`config.mk`:
```
export PLATFORM = sky130hd
export DESIGN_NAME = spi_sample_fifo_flat
export DESIGN_NICKNAME = d
export VERILOG_FILES = /design/src/rtl/spi_sample_fifo_pkg.sv /design/src/rtl/spi_sample_fifo_if.sv /design/src/rtl/spi_sample_fifo_regfile.sv /design/src/rtl/spi_sample_fifo.sv /design/src/flat_wrapper.sv
export SDC_FILE = /design/constraint.sdc
export NUM_CORES = 1
export LEC_CHECK = 0
export ABC_CLOCK_PERIOD_IN_PS = 11490
export CORE_ASPECT_RATIO = 0.6
export CORE_MARGIN = 2
export CORE_UTILIZATION = 45
export DETAILED_ROUTE_END_ITERATION = 12
export MAX_ROUTING_LAYER = met4
export PLACE_DENSITY = 0.71
export SYNTH_ARGS = -nofsm -noshare
export SYNTH_HDL_FRONTEND = slang
export SYNTH_HIERARCHICAL = 1
export SYNTH_SLANG_ARGS = --single-unit
```
`constraint.sdc`:
```
create_clock -name clk -period 11.49 [get_ports clk]
set_clock_uncertainty 0.15 [all_clocks]
set_input_delay 2.298 -clock clk [delete_from_list [all_inputs] [get_ports clk]]
set_output_delay 2.298 -clock clk [all_outputs]
set_load 0.02 [all_outputs]
```
`src/rtl/spi_sample_fifo_pkg.sv`:
```
// Shared constants and status layout for the SPI sample buffer.
// No logic. Constants only.
// No flow control. Constants only.
package spi_fifo_pkg;

    // data_out value presented whenever the FIFO holds nothing
    localparam logic [31:0] EMPTY_WORD = 32'h0000_0000;

    // Bit positions inside the 4-bit status nibble
    localparam int ST_OVF   = 3;
    localparam int ST_FULL  = 2;
    localparam int ST_EMPTY = 1;
    localparam int ST_ARMED = 0;

    // Bit positions of enable/clear inside the control word
    localparam int CTRL_EN  = 7;
    localparam int CTRL_CLR = 6;

    typedef struct packed {
        logic ovf;
        logic full;
        logic empty;
        logic armed;
    } status_t;

    // Assemble the read-back nibble in the documented bit order
    function automatic logic [3:0] pack_status(input logic ovf, input logic full,
                                               input logic empty, input logic armed);
        logic [3:0] s;
        s           = '0;
        s[ST_OVF]   = ovf;
        s[ST_FULL]  = full;
        s[ST_EMPTY] = empty;
        s[ST_ARMED] = armed;
        return s;
    endfunction

endpackage

```
`src/rtl/spi_sample_fifo_if.sv`:
```
// Sample-in and readout-side signal bundle for spi_sample_fifo.
// No latency of its own. It is wiring only.
// The producer cannot be stalled. Overflow is reported in status.
interface spi_sample_fifo_if #(
    parameter int DW = 32,
    parameter int AW = 4
);
    logic          sample_valid;
    logic [DW-1:0] sample_data;
    logic          frame_read;
    logic          frame_end;
    logic [DW-1:0] data_out;
    logic [AW:0]   count;
    logic [3:0]    status;

    // Acquisition and SPI side: drives samples and frame events
    modport master (
        output sample_valid, sample_data, frame_read, frame_end,
        input  data_out, count, status
    );

    // FIFO side: consumes samples and frame events, presents head and status
    modport slave (
        input  sample_valid, sample_data, frame_read, frame_end,
        output data_out, count, status
    );
endinterface

```
`src/rtl/spi_sample_fifo_regfile.sv`:
```
// Storage array for the sample FIFO. It has one write port and one combinational read port.
// Writes land on the clock edge. The read is combinational from the address.
// No flow control. The caller guarantees it never writes into a live entry.
module fifo_regfile #(
    parameter int DW = 32,
    parameter int AW = 4
) (
    input  logic          clk,
    input  logic          we,
    input  logic [AW-1:0] waddr,
    input  logic [DW-1:0] wdata,
    input  logic [AW-1:0] raddr,
    output logic [DW-1:0] rdata
);
    logic [DW-1:0] mem [2**AW];

    // Storage is deliberately unreset. Occupancy tracking decides what is live.
    always_ff @(posedge clk) begin
        if (we) begin
            mem[waddr] <= wdata;
        end
    end

    assign rdata = mem[raddr];

endmodule

```
`src/rtl/spi_sample_fifo.sv`:
```
// Decimating show-ahead sample FIFO that feeds the SPI readout register. It pops once per armed frame end.
// Latency: a push into an empty FIFO, or a pop, updates data_out after 1 clock.
// No backpressure. A kept sample that finds the FIFO full is dropped and sets sticky overflow.
module spi_sample_fifo
    import spi_fifo_pkg::*;
#(
    parameter int DW      = 32,
    parameter int AW      = 4,
    parameter int DECIM_W = 8
) (
    input  logic               clk,
    input  logic               rst_n,
    input  logic               enable,
    input  logic               clear,
    input  logic [DECIM_W-1:0] decim,
    spi_sample_fifo_if.slave   bus
);
    localparam int          DEPTH    = 1 << AW;
    localparam logic [AW:0] FULL_CNT = DEPTH[AW:0];
    localparam logic [AW:0] ONE_CNT  = (AW+1)'(1);

    logic [DECIM_W-1:0] dcnt;
    logic [AW-1:0]      rd_ptr;
    logic [AW-1:0]      wr_ptr;
    logic [AW:0]        count_q;
    logic               ovf_q;
    logic               armed_q;
    logic               full_q;
    logic               empty_q;
    logic [DW-1:0]      data_out_q;

    logic               kept;
    logic               pop;
    logic               push;
    logic [AW-1:0]      rd_ptr_nxt;
    logic [AW:0]        count_nxt;
    logic [DW-1:0]      head_nxt;
    logic [DW-1:0]      rd_data;

    fifo_regfile #(.DW(DW), .AW(AW)) u_regfile (
        .clk   (clk),
        .we    (push),
        .waddr (wr_ptr),
        .wdata (bus.sample_data),
        .raddr (rd_ptr_nxt),
        .rdata (rd_data)
    );

    // Next-state decode: keep/push/pop decisions and the next head word
    always_comb begin
        kept       = enable & ~clear & bus.sample_valid & (dcnt == '0);
        pop        = bus.frame_end & armed_q & ~clear;
        // A full FIFO still accepts the sample if the head leaves this cycle
        push       = kept & ((count_q != FULL_CNT) | pop);
        rd_ptr_nxt = pop ? rd_ptr + 1'b1 : rd_ptr;

        count_nxt = count_q;
        if (push && !pop) begin
            count_nxt = count_q + 1'b1;
        end else if (pop && !push) begin
            count_nxt = count_q - 1'b1;
        end

        // The head changes only when the FIFO drains, when a pop exposes the next entry,
        // or when a sample lands in an empty FIFO
        head_nxt = data_out_q;
        if (count_nxt == '0) begin
            head_nxt = DW'(EMPTY_WORD);
        end else if (pop) begin
            // When the last entry is popped and a sample arrives in the same cycle, the new
            // head is still in flight to the array, so it is taken straight from the input
            head_nxt = (count_q == ONE_CNT) ? bus.sample_data : rd_data;
        end else if (push && (count_q == '0)) begin
            head_nxt = bus.sample_data;
        end
    end

    // Decimation counter: keep one sample when it reads zero, then reload from decim
    always_ff @(posedge clk or negedge rst_n) begin
        if (!rst_n) begin
            dcnt <= '0;
        end else if (!enable || clear) begin
            dcnt <= '0;
        end else if (bus.sample_valid) begin
            dcnt <= (dcnt == '0) ? decim : dcnt - 1'b1;
        end
    end

    // Pointers, occupancy, flags and the head register update together
    always_ff @(posedge clk or negedge rst_n) begin
        if (!rst_n) begin
            rd_ptr     <= '0;
            wr_ptr     <= '0;
            count_q    <= '0;
            ovf_q      <= 1'b0;
            armed_q    <= 1'b0;
            full_q     <= 1'b0;
            empty_q    <= 1'b1;
            data_out_q <= DW'(EMPTY_WORD);
        end else if (clear) begin
            rd_ptr     <= '0;
            wr_ptr     <= '0;
            count_q    <= '0;
            ovf_q      <= 1'b0;
            armed_q    <= 1'b0;
            full_q     <= 1'b0;
            empty_q    <= 1'b1;
            data_out_q <= DW'(EMPTY_WORD);
        end else begin
            rd_ptr     <= rd_ptr_nxt;
            wr_ptr     <= push ? wr_ptr + 1'b1 : wr_ptr;
            count_q    <= count_nxt;
            full_q     <= (count_nxt == FULL_CNT);
            empty_q    <= (count_nxt == '0);
            data_out_q <= head_nxt;
            if (kept && !push) begin
                ovf_q <= 1'b1;
            end
            // A frame that shifts the readout register arms the next frame end, but only
            // while there is something to pop
            if (pop) begin
                armed_q <= 1'b0;
            end else if (bus.frame_read && (count_q != '0)) begin
                armed_q <= 1'b1;
            end
        end
    end

    assign bus.data_out = data_out_q;
    assign bus.count    = count_q;
    assign bus.status   = pack_status(ovf_q, full_q, empty_q, armed_q);

endmodule

```
`src/flat_wrapper.sv`:
```
// flat-port wrapper written by rule: the top's interface ports become plain ports
module spi_sample_fifo_flat import spi_fifo_pkg::*;
#(
    parameter int DW      = 32,
    parameter int AW      = 4,
    parameter int DECIM_W = 8
)
  (clk, rst_n, enable, clear, decim, bus_sample_valid, bus_sample_data, bus_frame_read, bus_frame_end, bus_data_out, bus_count, bus_status);
  spi_sample_fifo_if #(.DW(DW), .AW(AW)) bus_i ();
  input  logic clk;
  input  logic rst_n;
  input  logic enable;
  input  logic clear;
  input  logic [DECIM_W-1:0] decim;
  input wire logic [$bits(bus_i.sample_valid)-1:0] bus_sample_valid;
  input wire logic [$bits(bus_i.sample_data)-1:0] bus_sample_data;
  input wire logic [$bits(bus_i.frame_read)-1:0] bus_frame_read;
  input wire logic [$bits(bus_i.frame_end)-1:0] bus_frame_end;
  output wire logic [$bits(bus_i.data_out)-1:0] bus_data_out;
  output wire logic [$bits(bus_i.count)-1:0] bus_count;
  output wire logic [$bits(bus_i.status)-1:0] bus_status;
  assign bus_i.sample_valid = bus_sample_valid;
  assign bus_i.sample_data = bus_sample_data;
  assign bus_i.frame_read = bus_frame_read;
  assign bus_i.frame_end = bus_frame_end;
  assign bus_data_out = bus_i.data_out;
  assign bus_count = bus_i.count;
  assign bus_status = bus_i.status;
  spi_sample_fifo #(.DW(DW), .AW(AW), .DECIM_W(DECIM_W)) u_core (.clk(clk), .rst_n(rst_n), .enable(enable), .clear(clear), .decim(decim), .bus(bus_i));
endmodule
```
* Word level (Yosys, flattened, before mapping)
Memories as Yosys holds them, arrays and structs flattened. Index checks and enable logic that the tools add are counted.
Storage, ports and cells: bits in registers 57, memory bits (writable) 512, bits of input ports 47, output and inout bits 41, word-level logic and storage cells 68, memories 1
Memories:
- u_core.u_regfile.mem | words 16, bits a word 32, rd ports 1, clocked after memory_dff 0, write ports 1, line spi_sample_fifo_regfile.sv:15 | logic [DW-1:0] mem [2**AW];
Operators by class: $add $sub $neg 5, equal/unequal tests 3, muxes and demuxes 24, bitwise gates (word level) 8, reduce and logical (&&, ||, !) cells 18
Operators by type and width (number):
- 32-bit 2-to-1 mux | 5
- 8-bit 2-to-1 mux | 3
- 4-bit 2-to-1 mux | 4
- 5-bit 2-to-1 mux | 3
- 5-bit zero test | 2
- 1-bit 2-to-1 mux | 9
- 4-bit by 1-bit adder with 4-bit output (second input constant) | 2
- 8-bit zero test | 1
- 8-bit by 1-bit subtractor with 8-bit output (second input constant) | 1
- 1-bit AND | 6
- 2-bit nonzero test | 3
- 5-bit by 1-bit adder with 5-bit output (second input constant) | 1
- 5-bit by 1-bit equality test with 1-bit output (second input constant) | 1
- 5-bit equality test (second input constant) | 1
- 1-bit logical AND | 5
- 5-bit != test (second input constant) | 1
- 5-bit nonzero test | 1
- 5-bit by 1-bit subtractor with 5-bit output (second input constant) | 1
- 4-bit nonzero test | 1
- 1-bit zero test | 3
- 3-bit nonzero test | 1
- 1-bit logical OR | 1
- 1-bit NOT | 1
- 1-bit OR | 1

* Depth between registers and ports, before layout
depth in word-level cells 12, gate-level depth with buffers 11, mapped depth without buffers 8

* Modules after synthesis
Netlist, hierarchy kept.
By module, submodules not included:
- fifo_regfile | times used 1, cells an instance 806, area each 19213.4 µm², seq. area each 15374.7 µm²
- spi_sample_fifo | times used 1, cells an instance 313, area each 3181.8 µm², seq. area each 1427.6 µm²

* Worst setup path after synthesis
OpenSTA, ideal clock, no wires.
kind input -> register, from in clear, to mem u_core.u_regfile.mem[0][0] (enable), setup time 461 ps, arrival time 5907 ps, data required time 10879 ps, path slack 4972 ps, stages 5, path buffers 0, cells stage by stage and3b_1 > nand3_1 > a21oi_1 > or3b_2 > nor3_1
Between the ends: longest elaborated chain between the ends 7, elaborated cells between the ends (all ways) 9, classes of those cells 2 x mux; 7 x bitwise
RTL lines:
- from (decl) | line flat_wrapper.sv:13 | input logic clear;
- 1-bit NOT * | line spi_sample_fifo.sv:51, spi_sample_fifo.sv:52
- 1-bit AND (3 in a row) | line spi_sample_fifo.sv:51 | kept = enable & ~clear & bus.sample_valid & (dcnt == '0);
- 1-bit AND * | line spi_sample_fifo.sv:54 | push = kept & ((count_q != FULL_CNT) | pop);
- named net u_core.push | line spi_sample_fifo.sv:34 | logic push;
- 1-bit 2-to-1 mux * | line spi_sample_fifo_regfile.sv:19 | if (we) begin
- 1-bit 2-to-1 mux (not written as such) * | line spi_sample_fifo_regfile.sv:20 | mem[waddr] <= wdata;
- to (decl) | line spi_sample_fifo_regfile.sv:15
Mark *: on every way through the listed nets, which the timed path passes. The rest lies on a longest branch.

* Worst setup path after layout
from in clear, to reg u_core.data_out_q[19] (netlist: u_core/bus.data_out[19])
Between the ends: elaborated cells between the ends (all ways) 22, classes of those cells 7 x mux; 7 x bitwise; 7 x reduce/logical; 1 x memory
RTL lines:
- 1-bit NOT | line spi_sample_fifo.sv:52 | pop = bus.frame_end & armed_q & ~clear;
- 1-bit AND | line spi_sample_fifo.sv:52
- 4-bit 2-to-1 mux | line spi_sample_fifo.sv:55 | rd_ptr_nxt = pop ? rd_ptr + 1'b1 : rd_ptr;
- named net u_core.rd_ptr_nxt[1] | line spi_sample_fifo.sv:35 | logic [AW-1:0] rd_ptr_nxt;
- memory 16 x 32 bit
- named net u_core.rd_data[19] | line spi_sample_fifo.sv:38 | logic [DW-1:0] rd_data;
- 32-bit 2-to-1 mux | line spi_sample_fifo.sv:72 | head_nxt = (count_q == ONE_CNT) ? bus.sample_data : rd_data;
- 32-bit 2-to-1 mux | line spi_sample_fifo.sv:69 | end else if (pop) begin
- 32-bit 2-to-1 mux | line spi_sample_fifo.sv:67 | if (count_nxt == '0) begin
- 32-bit 2-to-1 mux | line spi_sample_fifo.sv:100 | end else if (clear) begin
- to (signal assigned) | line spi_sample_fifo.sv:99 | data_out_q <= DW'(EMPTY_WORD);
- to (signal assigned) | line spi_sample_fifo.sv:108 | data_out_q <= DW'(EMPTY_WORD);
- to (signal assigned) | line spi_sample_fifo.sv:115 | data_out_q <= head_nxt;
- to (decl) | line spi_sample_fifo.sv:30 | logic [DW-1:0] data_out_q;
The timed path passes the listed nets, and every way through them passes these cells. A chain may end at the register's enable or synchronous reset.

==> impl_metrics.csv <==
group,metric,value,unit
cts,cts_root_buf,"clkbuf_16",
pwr,p_switching,0.000866,W
critical_path,worstPathMaxFanout,47,
route,via_count,11300,
place,portBuffers,87,
cts,cts_buffer_depth,3,
pwr,finalPower,0.00405,W
sta,finalSetupViolations,0,
critical_path,cpPeakStageDelay,0.70,ns
route,wl_per_cell,26.3,µm
global_route,grt_overflow_total,0,
place,place_congestion,0.804,
cts,htreeDepth,2,
critical_path,path_class,"input pin to flop",
logic_synthesis,synth-simple-area-share,3.38,%
logic_synthesis,yosysTopAreaCellShare,68.7,%
job,drv_cap,0,
logic_synthesis,synthTopCellsByArea,"edfxtp_1 (69%), mux4_2 (13%), dfrtp_1 (6.3%)",
global_route,grt_pass1_vias,11400,
pwr,ir_worst_vdd,0.0000968,V
cells_and_area,fillerInstances,3762,
sta,worst_pin_slew,1.32,ns
sta,finalHoldViolations,0,
sta,min_period,6.32,ns
critical_path,cp-end-kind,"flop",
route,dr.pass1.iters,5,
logic_synthesis,synth_compound_area_share,4.69,%
floorplanning,die_y,177,µm
route,postRouteAntennaNets,0,
logic_synthesis,yosysTopAreaCell,"edfxtp_1",
pwr,seq_power_share,56.4,%
global_route,grt_max_degree,110,
sta,whs,0.370,ns
critical_path,startpoint_type,"input pin",
min_path,min_path_type,"flop to flop",
critical_path,crit_arrival,6.59,ns
logic_synthesis,synth_xor_area_share,0.313,%
critical_path,critical_path.cell_chain,"clkdlybuf4s50_1, and3b_1, nand2_1, nand2_4, buf_4, buf_4, mux4_2, a22oi_1, nand2_1, mux2i_1, a211oi_1",
cells_and_area,final_nets,1278,
pwr,powerDensity,158,mW/mm²
sta,rsz0062_at_grt,"false",
global_route,antenna_found_initial,0,
route,via_per_inst,5.90,
sta,fin_crit_sh,55.0,%
sta,max_freq,0.158,GHz
floorplanning,io_pins,88,
critical_path,cp_slowest_cell,"buf_4",
cts,cts_inserted_buffers,49,
logic_synthesis,synthCells,1119,
run_status,status,"finished, final reports clean",
floorplanning,die_w,292,µm
pwr,intPower,0.00318,W
route,drt_iter0_markers,1263,
floorplanning,initial_core_util,45.5,%
floorplanning,rows,63,
sta,slew_headroom,11.7,%
pwr,p_comb_share,5.5,%
sta,slew_violations,0,
cells_and_area,finalInstanceArea,0.0256,mm²
cts,post_cts_resized,0,
global_route,grt.total_usage,20.4,%
floorplanning,coreArea,0.0493,mm²
pwr,clockPowerShare,38.1,%
logic_synthesis,avgSynthCellArea,20.0,µm²
logic_synthesis,synth_edf_count,512,
cts,cts_setup_buffers,0,
pwr,leakagePower,7.96,nW
floorplanning,die_area,0.0516,mm²
logic_synthesis,ys_warn_count,6,
route,finalWirelength,50200,µm
sta,setup_tns,0,ns
logic_synthesis,yosysSeqAreaShare,75.0,%
logic_synthesis,synth_mux_area_share,14.4,%
place,placed_area,0.0241,mm²
logic_synthesis,synthAdderAreaFrac,0.447,%
cells_and_area,n_antenna_cell,0,
logic_synthesis,ys_top_cells_by_count,"edfxtp_1 (512), mux4_2 (128), a22oi_1 (64), nor2_1 (64), dfrtp_1 (56)",
cts,ctsHoldBuffers,0,
global_route,grt_pass1_wl,75000,µm
cells_and_area,layout-drive-gt1-share,21.1,%
logic_synthesis,synth_top_family_by_area,"multiplexers",
critical_path,crit_required,11.76,ns
logic_synthesis,synth_nets,1174,
logic_synthesis,synthFlopType,"edfxtp_1",
logic_synthesis,ys_async_sr_fraction,10.0,%
pwr,p_sw_share,21.4,%
route,drc,0,
cts,path_clk_slew,0.06,ns
cells_and_area,area_growth_syn_to_layout,14.3,%
place,hpwlAfterDp,26500,µm
logic_synthesis,synth_most_common_cell,"edfxtp_1",
cts,cts_tree,"yes",
logic_synthesis,syn-cell-area,0.0224,mm²
logic_synthesis,ys_ff_latch,569,
logic_synthesis,synth_cell_types,56,
cts,clock_latency,0.57,ns
cts,cts_num_sinks,569,
cells in the final DEF (no fill, tap or decap), types with 4 or more instances in the layout:
| cell | Yosys | routed |
|---|---|---|
| a211oi_1 | 24 | 24 |
| a211oi_2 | 9 | 9 |
| a21oi_1 | 12 | 11 |
| a22oi_1 | 64 | 64 |
| and2_1 | 7 | 6 |
| buf_4 | 15 | 30 |
| clkbuf_1 | 31 | 20 |
| clkbuf_16 | 0 | 49 |
| clkdlybuf4s50_1 | 0 | 86 |
| clkinv_1 | 0 | 7 |
| clkinv_2 | 0 | 5 |
| dfrtp_1 | 56 | 56 |
| edfxtp_1 | 512 | 512 |
| ha_1 | 8 | 8 |
| inv_1 | 8 | 8 |
| inv_6 | 0 | 4 |
| mux2i_1 | 34 | 34 |
| mux4_2 | 128 | 128 |
| nand2_1 | 45 | 44 |
| nand3b_1 | 4 | 4 |
| nand4_1 | 5 | 5 |
| nor2_1 | 64 | 51 |
| nor2_4 | 0 | 13 |
| nor3_1 | 10 | 6 |
| nor3_2 | 0 | 4 |
| nor4_1 | 4 | 4 |
| o21ai_0 | 14 | 14 |
| xor2_1 | 4 | 4 |
worst paths after layout:
path | cells after the start | to | from | slack (ns)
worst max-delay path | 11 | u_core/bus.data_out[19]$_DFFE_PN0P_ | clear | 5.17
worst min register to register | 2 | u_core/ovf_q$_DFFE_PN0P_ | u_core/ovf_q$_DFFE_PN0P_ | 0.37
min in group asynchronous | 2 | u_core/bus.count[2]$_DFF_PN0_ | rst_n | 1.81
max in group asynchronous | 2 | u_core/bus.data_out[18]$_DFFE_PN0P_ | rst_n | 8.79
worst max register to register | 8 | u_core/u_regfile/mem[15][17]$_DFFE_PP_ | u_core/dcnt[0]$_DFFE_PN0P_ | 7.05
worst min-delay path | 2 | u_core/ovf_q$_DFFE_PN0P_ | u_core/ovf_q$_DFFE_PN0P_ | 0.37
power by group through the flow:
| stage | logic, W | registers [W] | clock network, W |
|---|---|---|---|
| 2_1_floorplan | 0.000132 | 0.00233 | 0 |
| 3_3_place_gp | 0.000217 | 0.00233 | 0 |
| 3_5_place_dp | 0.000221 | 0.00233 | 0 |
| 4_1_cts | 0.000223 | 0.00228 | 0.00158 |
| 5_1_grt | 0.000245 | 0.00228 | 0.00166 |
| 6_report | 0.000221 | 0.00228 | 0.00154 |
logic make-up after synthesis:
kind of cell | after synthesis
AOI/OAI and AO/OA | 137
xor gates and xnor gates | 8
adders and majority gates | 8
buffers and inverters | 73
DFF | 569
muxes | 163
and+or+nand+nor | 161
state kept, by name, indices dropped and copies added (netlist names):
name,flops
u_core/full_q,1
u_core/bus.count,5
u_core/wr_ptr,4
u_core/armed_q,1
u_core/empty_q,1
u_core/u_regfile/mem,512
u_core/ovf_q,1
u_core/rd_ptr,4
u_core/bus.data_out,32
u_core/dcnt,8
area by class of cell:
class | count | area, µm² | area share (%)
clock buffers | 70 | 1320 | 5.14
clock inverters | 20 | 139 | 0.543
flip-flops and latches | 569 | 16800 | 65.6
multi-input cells | 477 | 5380 | 21.0
inverters | 8 | 30.0 | 0.117
well taps | 650 | 813 | 3.18
repair buffers | 118 | 1110 | 4.34
per-stage QoR:
| stage | setup WS (ns) | util, % | instances |
|---|---|---|---|
| after floorplan | 4.97 | - | 1119 |
| after global placement | 4.66 | 49.0 | 1822 |
| after detailed placement | 4.60 | 49.0 | 1822 |
| after CTS | 5.21 | 52.0 | 1912 |
| after global routing | 4.93 | 52.0 | 1912 |
| final | 5.17 | 52.0 | 1912 |
metal layers:
layer	part of all wire [%]	vias to the layer above	track usage, %	routed length [µm]
met3	7.9	61	3.74	3960
met4	1.4	0	3.82	691
met1	45	5970	30.5	22700
met2	46	444	29.7	22900
met5	0	-	-	0
li1	-	4814	-	-
critical path, delay by kind of cell:
kind	cells	cell delay (ns)
simple gates	4	1.26
compound gates	2	0.34
buf+inv	3	2.00
mux	2	0.58
Power figures use the tool's default switching activity.
